==> src/rtl/matrix_slot_allocator.sv <==
// Matrix slot allocator: hands out fixed-size slots in the shared matrix RAM
// to the input stage, and resolves "k-th matrix of size m x n" lookups for
// the compute FSM. Scans always visit every slot, so latency is fixed.

// One table entry: valid bit plus the matrix shape stored in the slot.
module matrix_slot_entry (
    input  logic       clk,
    input  logic       rst_n,
    input  logic       set_i,      // commit: mark valid with m_i/n_i
    input  logic       clr_i,      // invalidate (clear_all or victim)
    input  logic [2:0] m_i,
    input  logic [2:0] n_i,
    output logic       valid_o,
    output logic       valid_d_o,  // next-state valid, used for the popcount
    output logic [2:0] m_o,
    output logic [2:0] n_o
);
    logic       valid_q;
    logic [2:0] m_q, n_q;

    // A commit landing together with a clear keeps the freshly written matrix.
    assign valid_d_o = set_i ? 1'b1 : (clr_i ? 1'b0 : valid_q);
    assign valid_o   = valid_q;
    assign m_o       = m_q;
    assign n_o       = n_q;

    // Entry storage.
    always_ff @(posedge clk or negedge rst_n) begin
        if (!rst_n) begin
            valid_q <= 1'b0;
            m_q     <= '0;
            n_q     <= '0;
        end else begin
            valid_q <= valid_d_o;
            if (set_i) begin
                m_q <= m_i;
                n_q <= n_i;
            end
        end
    end
endmodule

module matrix_slot_allocator #(
    parameter int NUM_SLOTS  = 16,
    parameter int SLOT_WORDS = 25,
    parameter int ADDR_W     = 9
) (
    input  logic              clk,
    input  logic              rst_n,
    input  logic              alloc_req,
    input  logic [2:0]        alloc_m,
    input  logic [2:0]        alloc_n,
    input  logic              commit,
    input  logic              abort,
    input  logic              clear_all,
    input  logic              q_req,
    input  logic [2:0]        q_m,
    input  logic [2:0]        q_n,
    input  logic [1:0]        q_idx,
    output logic              addr_ready,
    output logic [ADDR_W-1:0] base_addr,
    output logic              q_done,
    output logic              q_found,
    output logic [ADDR_W-1:0] q_base,
    output logic              busy,
    output logic [4:0]        mat_count
);
    localparam int IDX_W = $clog2(NUM_SLOTS);

    typedef enum logic [2:0] {IDLE, A_SCAN, GRANT, FILL, Q_SCAN, Q_DONE} state_t;

    state_t            state_q;
    logic [IDX_W-1:0]  scan_q, free_idx_q, rr_q, pend_idx_q, qhit_idx_q;
    logic              found_q, qhit_q;
    logic [2:0]        pend_m_q, pend_n_q, qm_q, qn_q;
    logic [1:0]        qidx_q;
    logic [IDX_W:0]    qcnt_q;
    logic              addr_ready_q, q_done_q, q_found_q, busy_q;
    logic [ADDR_W-1:0] base_addr_q, q_base_q;
    logic [4:0]        mat_count_q;

    logic [NUM_SLOTS-1:0]      slot_valid, slot_valid_d, slot_set, slot_clr;
    logic [NUM_SLOTS-1:0][2:0] slot_m, slot_n;

    function automatic logic [ADDR_W-1:0] slot_base(input logic [IDX_W-1:0] idx);
        return ADDR_W'(idx) * ADDR_W'(SLOT_WORDS);
    endfunction

    // Slot table.
    for (genvar i = 0; i < NUM_SLOTS; i++) begin : g_slot
        matrix_slot_entry u_entry (
            .clk      (clk),
            .rst_n    (rst_n),
            .set_i    (slot_set[i]),
            .clr_i    (slot_clr[i]),
            .m_i      (pend_m_q),
            .n_i      (pend_n_q),
            .valid_o  (slot_valid[i]),
            .valid_d_o(slot_valid_d[i]),
            .m_o      (slot_m[i]),
            .n_o      (slot_n[i])
        );
    end

    // Scan datapath: the slot under the scan pointer is folded in
    // combinationally so the last scan cycle can issue the result directly.
    logic             last_slot, cur_free, free_now, cur_match, cur_hit, hit_now;
    logic [IDX_W-1:0] grant_idx, hit_idx;
    logic [IDX_W:0]   qcnt_d;

    assign last_slot = (scan_q == IDX_W'(NUM_SLOTS - 1));
    assign cur_free  = !slot_valid[scan_q];
    assign free_now  = found_q | cur_free;
    assign grant_idx = found_q ? free_idx_q : (cur_free ? scan_q : rr_q);
    assign cur_match = slot_valid[scan_q] && (slot_m[scan_q] == qm_q) && (slot_n[scan_q] == qn_q);
    assign qcnt_d    = qcnt_q + {{IDX_W{1'b0}}, cur_match};
    assign cur_hit   = cur_match && (qcnt_d == (IDX_W+1)'(qidx_q));
    assign hit_now   = qhit_q | cur_hit;
    assign hit_idx   = qhit_q ? qhit_idx_q : scan_q;

    // Table write strobes: clears, victim eviction and commit.
    logic clr_all_en, victim_en, commit_en;
    always_comb begin
        clr_all_en = clear_all && (state_q == IDLE || state_q == FILL);
        victim_en  = (state_q == A_SCAN) && last_slot && !free_now;
        commit_en  = (state_q == FILL) && commit && !abort;
        slot_set   = '0;
        slot_clr   = '0;
        for (int i = 0; i < NUM_SLOTS; i++) begin
            slot_clr[i] = clr_all_en || (victim_en && (rr_q == IDX_W'(i)));
            slot_set[i] = commit_en && (pend_idx_q == IDX_W'(i));
        end
    end

    // Popcount of the next-state valid bits keeps mat_count in step with the table.
    logic [4:0] mat_count_d;
    always_comb begin
        mat_count_d = '0;
        for (int i = 0; i < NUM_SLOTS; i++)
            mat_count_d = mat_count_d + 5'(slot_valid_d[i]);
    end

    // Valid-slot counter.
    always_ff @(posedge clk or negedge rst_n) begin
        if (!rst_n) mat_count_q <= '0;
        else        mat_count_q <= mat_count_d;
    end

    // Control FSM with registered outputs.
    always_ff @(posedge clk or negedge rst_n) begin
        if (!rst_n) begin
            state_q      <= IDLE;
            scan_q       <= '0;
            free_idx_q   <= '0;
            found_q      <= 1'b0;
            rr_q         <= '0;
            pend_idx_q   <= '0;
            pend_m_q     <= '0;
            pend_n_q     <= '0;
            qm_q         <= '0;
            qn_q         <= '0;
            qidx_q       <= '0;
            qcnt_q       <= '0;
            qhit_q       <= 1'b0;
            qhit_idx_q   <= '0;
            addr_ready_q <= 1'b0;
            base_addr_q  <= '0;
            q_done_q     <= 1'b0;
            q_found_q    <= 1'b0;
            q_base_q     <= '0;
            busy_q       <= 1'b0;
        end else begin
            addr_ready_q <= 1'b0;
            q_done_q     <= 1'b0;
            case (state_q)
                IDLE: begin
                    // clear_all is applied through the table strobes.
                    if (!clear_all && alloc_req) begin
                        state_q <= A_SCAN;
                        busy_q  <= 1'b1;
                        scan_q  <= '0;
                        found_q <= 1'b0;
                    end else if (!clear_all && q_req) begin
                        state_q <= Q_SCAN;
                        busy_q  <= 1'b1;
                        scan_q  <= '0;
                        qm_q    <= q_m;
                        qn_q    <= q_n;
                        qidx_q  <= q_idx;
                        qcnt_q  <= '0;
                        qhit_q  <= 1'b0;
                    end
                end
                A_SCAN: begin
                    if (cur_free && !found_q) begin
                        found_q    <= 1'b1;
                        free_idx_q <= scan_q;
                    end
                    scan_q <= scan_q + 1'b1;
                    if (last_slot) begin
                        state_q      <= GRANT;
                        addr_ready_q <= 1'b1;
                        base_addr_q  <= slot_base(grant_idx);
                        pend_idx_q   <= grant_idx;
                        if (!free_now) rr_q <= rr_q + 1'b1;
                    end
                end
                GRANT: begin
                    // Requester is still holding its shape while it sees the grant.
                    pend_m_q <= alloc_m;
                    pend_n_q <= alloc_n;
                    state_q  <= FILL;
                end
                FILL: begin
                    if (commit || abort) begin
                        state_q <= IDLE;
                        busy_q  <= 1'b0;
                    end
                end
                Q_SCAN: begin
                    qcnt_q <= qcnt_d;
                    if (cur_hit && !qhit_q) begin
                        qhit_q     <= 1'b1;
                        qhit_idx_q <= scan_q;
                    end
                    scan_q <= scan_q + 1'b1;
                    if (last_slot) begin
                        state_q   <= Q_DONE;
                        q_done_q  <= 1'b1;
                        q_found_q <= hit_now;
                        q_base_q  <= hit_now ? slot_base(hit_idx) : '0;
                    end
                end
                Q_DONE: begin
                    state_q <= IDLE;
                    busy_q  <= 1'b0;
                end
                default: begin
                    state_q <= IDLE;
                    busy_q  <= 1'b0;
                end
            endcase
        end
    end

    assign addr_ready = addr_ready_q;
    assign base_addr  = base_addr_q;
    assign q_done     = q_done_q;
    assign q_found    = q_found_q;
    assign q_base     = q_base_q;
    assign busy       = busy_q;
    assign mat_count  = mat_count_q;
endmodule

==> config.mk <==
export PLATFORM = sky130hd
export DESIGN_NAME = matrix_slot_allocator
export DESIGN_NICKNAME = d
export VERILOG_FILES = /design/src/rtl/matrix_slot_allocator.sv
export SDC_FILE = /design/constraint.sdc
export NUM_CORES = 1
export LEC_CHECK = 0
export ABC_CLOCK_PERIOD_IN_PS = 6400
export BUFFER_PORTS_ARGS = -buffer_cell sky130_fd_sc_hd__buf_2
export CAP_MARGIN = 20
export CORE_ASPECT_RATIO = 0.75
export CORE_MARGIN = 4
export CORE_UTILIZATION = 54
export CTS_CLUSTER_SIZE = 12
export DETAILED_ROUTE_END_ITERATION = 8
export GPL_TIMING_DRIVEN = 1
export PLACE_DENSITY_LB_ADDON = 0.08
export SETUP_SLACK_MARGIN = 0.1
export SLEW_MARGIN = 20
export SYNTH_ARGS = -nofsm -noshare
export SYNTH_HDL_FRONTEND = slang
export SYNTH_SLANG_ARGS = --single-unit
==> constraint.sdc <==
create_clock -name clk -period 6.4 [get_ports clk]
set_clock_uncertainty 0.1 [all_clocks]
set_input_delay 0.64 -clock clk [delete_from_list [all_inputs] [get_ports clk]]
set_output_delay 0.64 -clock clk [all_outputs]
set_load 0.01 [all_outputs]
==> metrics.txt <==
fillcell total=1,361; Post-Syn Area per Cell=11.69 µm²; Distinct cells, synth=64; Slew Viols, Final=0; crit path kind=flip-flop to flip-flop; gr usage total=0.2418; leakage power=5.153 nW; Int Power=2.469 mW; cts repair resizes=0; starting density of the core=0.5583; Power Density=370.5 nW/µm²; sequential power share=0.378; peak supply drop=0.1627 mV; layout cells sized above 1=0.3099; Routed Antenna Nets=0; first-pass iteration count of the detailed router=5; transition time of the tightest slew-check pin=0.9448 ns; outcome=complete, no violations; first-pass GRT wire length=37.03 mm; H-tree depth=4; Nets=919; io pins=48; via count=6,601; Post-CTS Setup Inserts=0; core area=17,080 µm²; Worst Hold Slack=0.04398 ns; hold_buf cts=0; Crit path arrival time=6.12 ns; Post-Synthesis Cells=816; most frequent cells in the layout=dfrtp_1, mux2_2, nand2_1; Crit path top cell by count=fa_1; DP Area=9997 µm²; NetSw=1.469 mW; CP max FO=17; worst path cell trace=ha_1 > nand3_1 > or3_4 > clkinv_1 > and3_2 > and3_1 > o21ai_0 > fa_1 > fa_1 > fa_1 > inv_1 > fa_1 > inv_1 > ha_1 > inv_1 > fa_1 > nor2b_1 > o21a_1; CTS buffer count=17; pin count of the biggest net entering global routing=71; RSZ-0062 raised after global routing=no; crit path capture type=flip-flop; DR WL/cell=20.51 µm; Synth Cell Area=9538 µm²; Setup violations, final=0; CTS tree=yes; # diodes=0; Routed WL=22.64 mm; most common cell after layout, fill and taps aside=dfrtp_1; delay-heaviest family, CP=adder cells; Rows=41; clock slew at reported path FFs=0.07 ns; Worst EP required=6.67 ns; Sw Ratio=0.3731; clk_lat worst skew=0.43 ns; RePlAce Congestion=0.8815; synthesized flop and latch total=180; post-route design area=10,630 µm²; startpoint types=flip-flop; Worst path max stage delay=0.59 ns; Slowest cell on crit path=dfrtp_2; clk buf depth=2; area growth from synthesis to layout=11.43%; Port Buf Inserts=47; DRC violations left=0; initial antenna violation count=0; path type of the worst min-delay path=input pin to async pin; hold violation total from the final report=0; overall die area=19,870 µm²; fmax=171.0 MHz; clk sinks=180; max-cap viol count=0; buffers plus inverters on the worst setup path=4; Final period util=0.9138; Warnings, synthesis=0; setup TNS=0 ns; Post-Syn Nets=879; first-iteration detailed-routing DRC count=608; die span in y=123.1 µm; total gr overflow=0; dpl hpwl=15.96 mm; Die X-Extent=161.5 µm; vias in the first global route=6,693; sequential fraction of the synthesis area=0.4723; Comb pwr share=0.346; vias per inst=5.979; ys async rst share=1.000; Slew HR=0.3684; prevailing post-synth register cell=dfrtp_1; number of synthesized flops with an enable pin=0; Clk pwr share=0.276; Root Driver=clkbuf_16; post-layout min period=5.849 ns
==> path summary, 6_finish.rpt <==
check	startpoint	endpoint	slack, ns	cells after the start
max reg2reg	scan_q[1]$_DFFE_PN0P_	mat_count[4]$_DFF_PN0_	0.55	18
min	rst_n	base_addr[7]$_DFFE_PN0P_	0.04	1
max	scan_q[1]$_DFFE_PN0P_	mat_count[4]$_DFF_PN0_	0.55	18
max in group asynchronous	rst_n	g_slot[12].u_entry.n_o[1]$_DFFE_PN0P_	4.84	2
min reg2reg	base_addr[4]$_DFFE_PN0P_	base_addr[4]$_DFFE_PN0P_	0.37	2
min in group clk	q_n[0]	qn_q[0]$_DFFE_PN0P_	0.32	3
==> stage by stage <==
stage | util | std cells | power, mW | setup WS, ns
after detailed placement | 0.5852 | 1072 | 2.859 | 0.2694
after global routing | 0.6221 | 1104 | 4.197 | 0.1583
after floorplan | - | 816 | 2.500 | 1.142
final | 0.6221 | 1104 | 3.938 | 0.5515
after CTS | 0.6210 | 1103 | 3.955 | 0.2325
after global placement | 0.5852 | 1072 | 2.818 | 0.4259
==> layout make-up <==
type	count	area (µm²)	area share
inverter	36	135.1	0.01271
multi-input combinational	551	4663	0.4388
clock inverter	13	171.4	0.01613
tap	236	295.3	0.02778
clock buffer	18	439.2	0.04132
timing repair buffer	70	417.9	0.03932
sequential	180	4506	0.4239
==> cells by family (layout without fill, tap and decap cells) <==
logic type	after synthesis	in the layout	share of synthesized area
compound gates	110	110	0.08225
xor+xnor	23	23	0.02112
fa+ha+maj	42	42	0.06454
buf+inv	85	137	0.04027
flops	180	180	0.4723
mux	183	183	0.2189
simple gates	193	193	0.1006
==> worst register-to-register path, cell delays in order (launching register included) <==
cell and delay, ns:
dfrtp_2 0.59, ha_1 0.29, nand3_1 0.24, or3_4 0.52, clkinv_1 0.19, and3_2 0.42, and3_1 0.20, o21ai_0 0.15
fa_1 0.55, fa_1 0.55, fa_1 0.55, inv_1 0.05, fa_1 0.44, inv_1 0.07, ha_1 0.17, inv_1 0.06
fa_1 0.40, nor2b_1 0.13, o21a_1 0.12
==> layer usage <==
| metal | wire, µm | global-route usage | vias to the layer above |
|---|---|---|---|
| li1 | - | - | 2999 |
| met1 | 10890 | 0.3509 | 3334 |
| met2 | 10030 | 0.3631 | 227 |
| met3 | 1267 | 0.05365 | 41 |
| met4 | 448 | 0.08311 | 0 |
| met5 | 0 | 0 | - |
==> flip-flops by register name (all words and copies together), names as in the netlist, 2 cells and up <==
signal and flops:
qhit_idx_q 4, g_slot.u_entry.n_o 48, scan_q 4, qidx_q 2, qcnt_q 5, pend_n_q 3
qm_q 3, g_slot.u_entry.valid_o 16, rr_q 4, q_base 9, g_slot.u_entry.m_o 48, qn_q 3
base_addr 6, pend_m_q 3, mat_count 5, free_idx_q 4, state_q 3, pend_idx_q 4
==> cell usage after synthesis (11+ instances only) <==
master / instances / area (µm²)
ha_1: 30 / 375.4
dfrtp_1: 180 / 4504
inv_1: 35 / 131.4
nor2_1: 37 / 138.9
nand3_1: 26 / 130.1
nand4_1: 12 / 75.07
a31oi_1: 12 / 75.07
a21oi_1: 12 / 60.06
clkbuf_1: 28 / 105.1
fa_1: 12 / 240.2
xnor2_1: 15 / 131.4
nand2_1: 52 / 195.2
o21ai_0: 28 / 140.1
mux2i_1: 41 / 410.4
nor2b_1: 11 / 68.82
nor3_1: 18 / 90.09
a31o_2: 13 / 113.9
mux2_2: 135 / 1520
==> power groups by stage <==
stage	sequential, mW	combinational, mW	clock [mW]
2_1_floorplan	1.40	1.10	0
3_3_place_gp	1.49	1.32	0
3_5_place_dp	1.51	1.35	0
4_1_cts	1.49	1.36	1.11
5_1_grt	1.52	1.51	1.17
6_report	1.49	1.36	1.09
No activity file was read; power rests on OpenSTA's default activity.
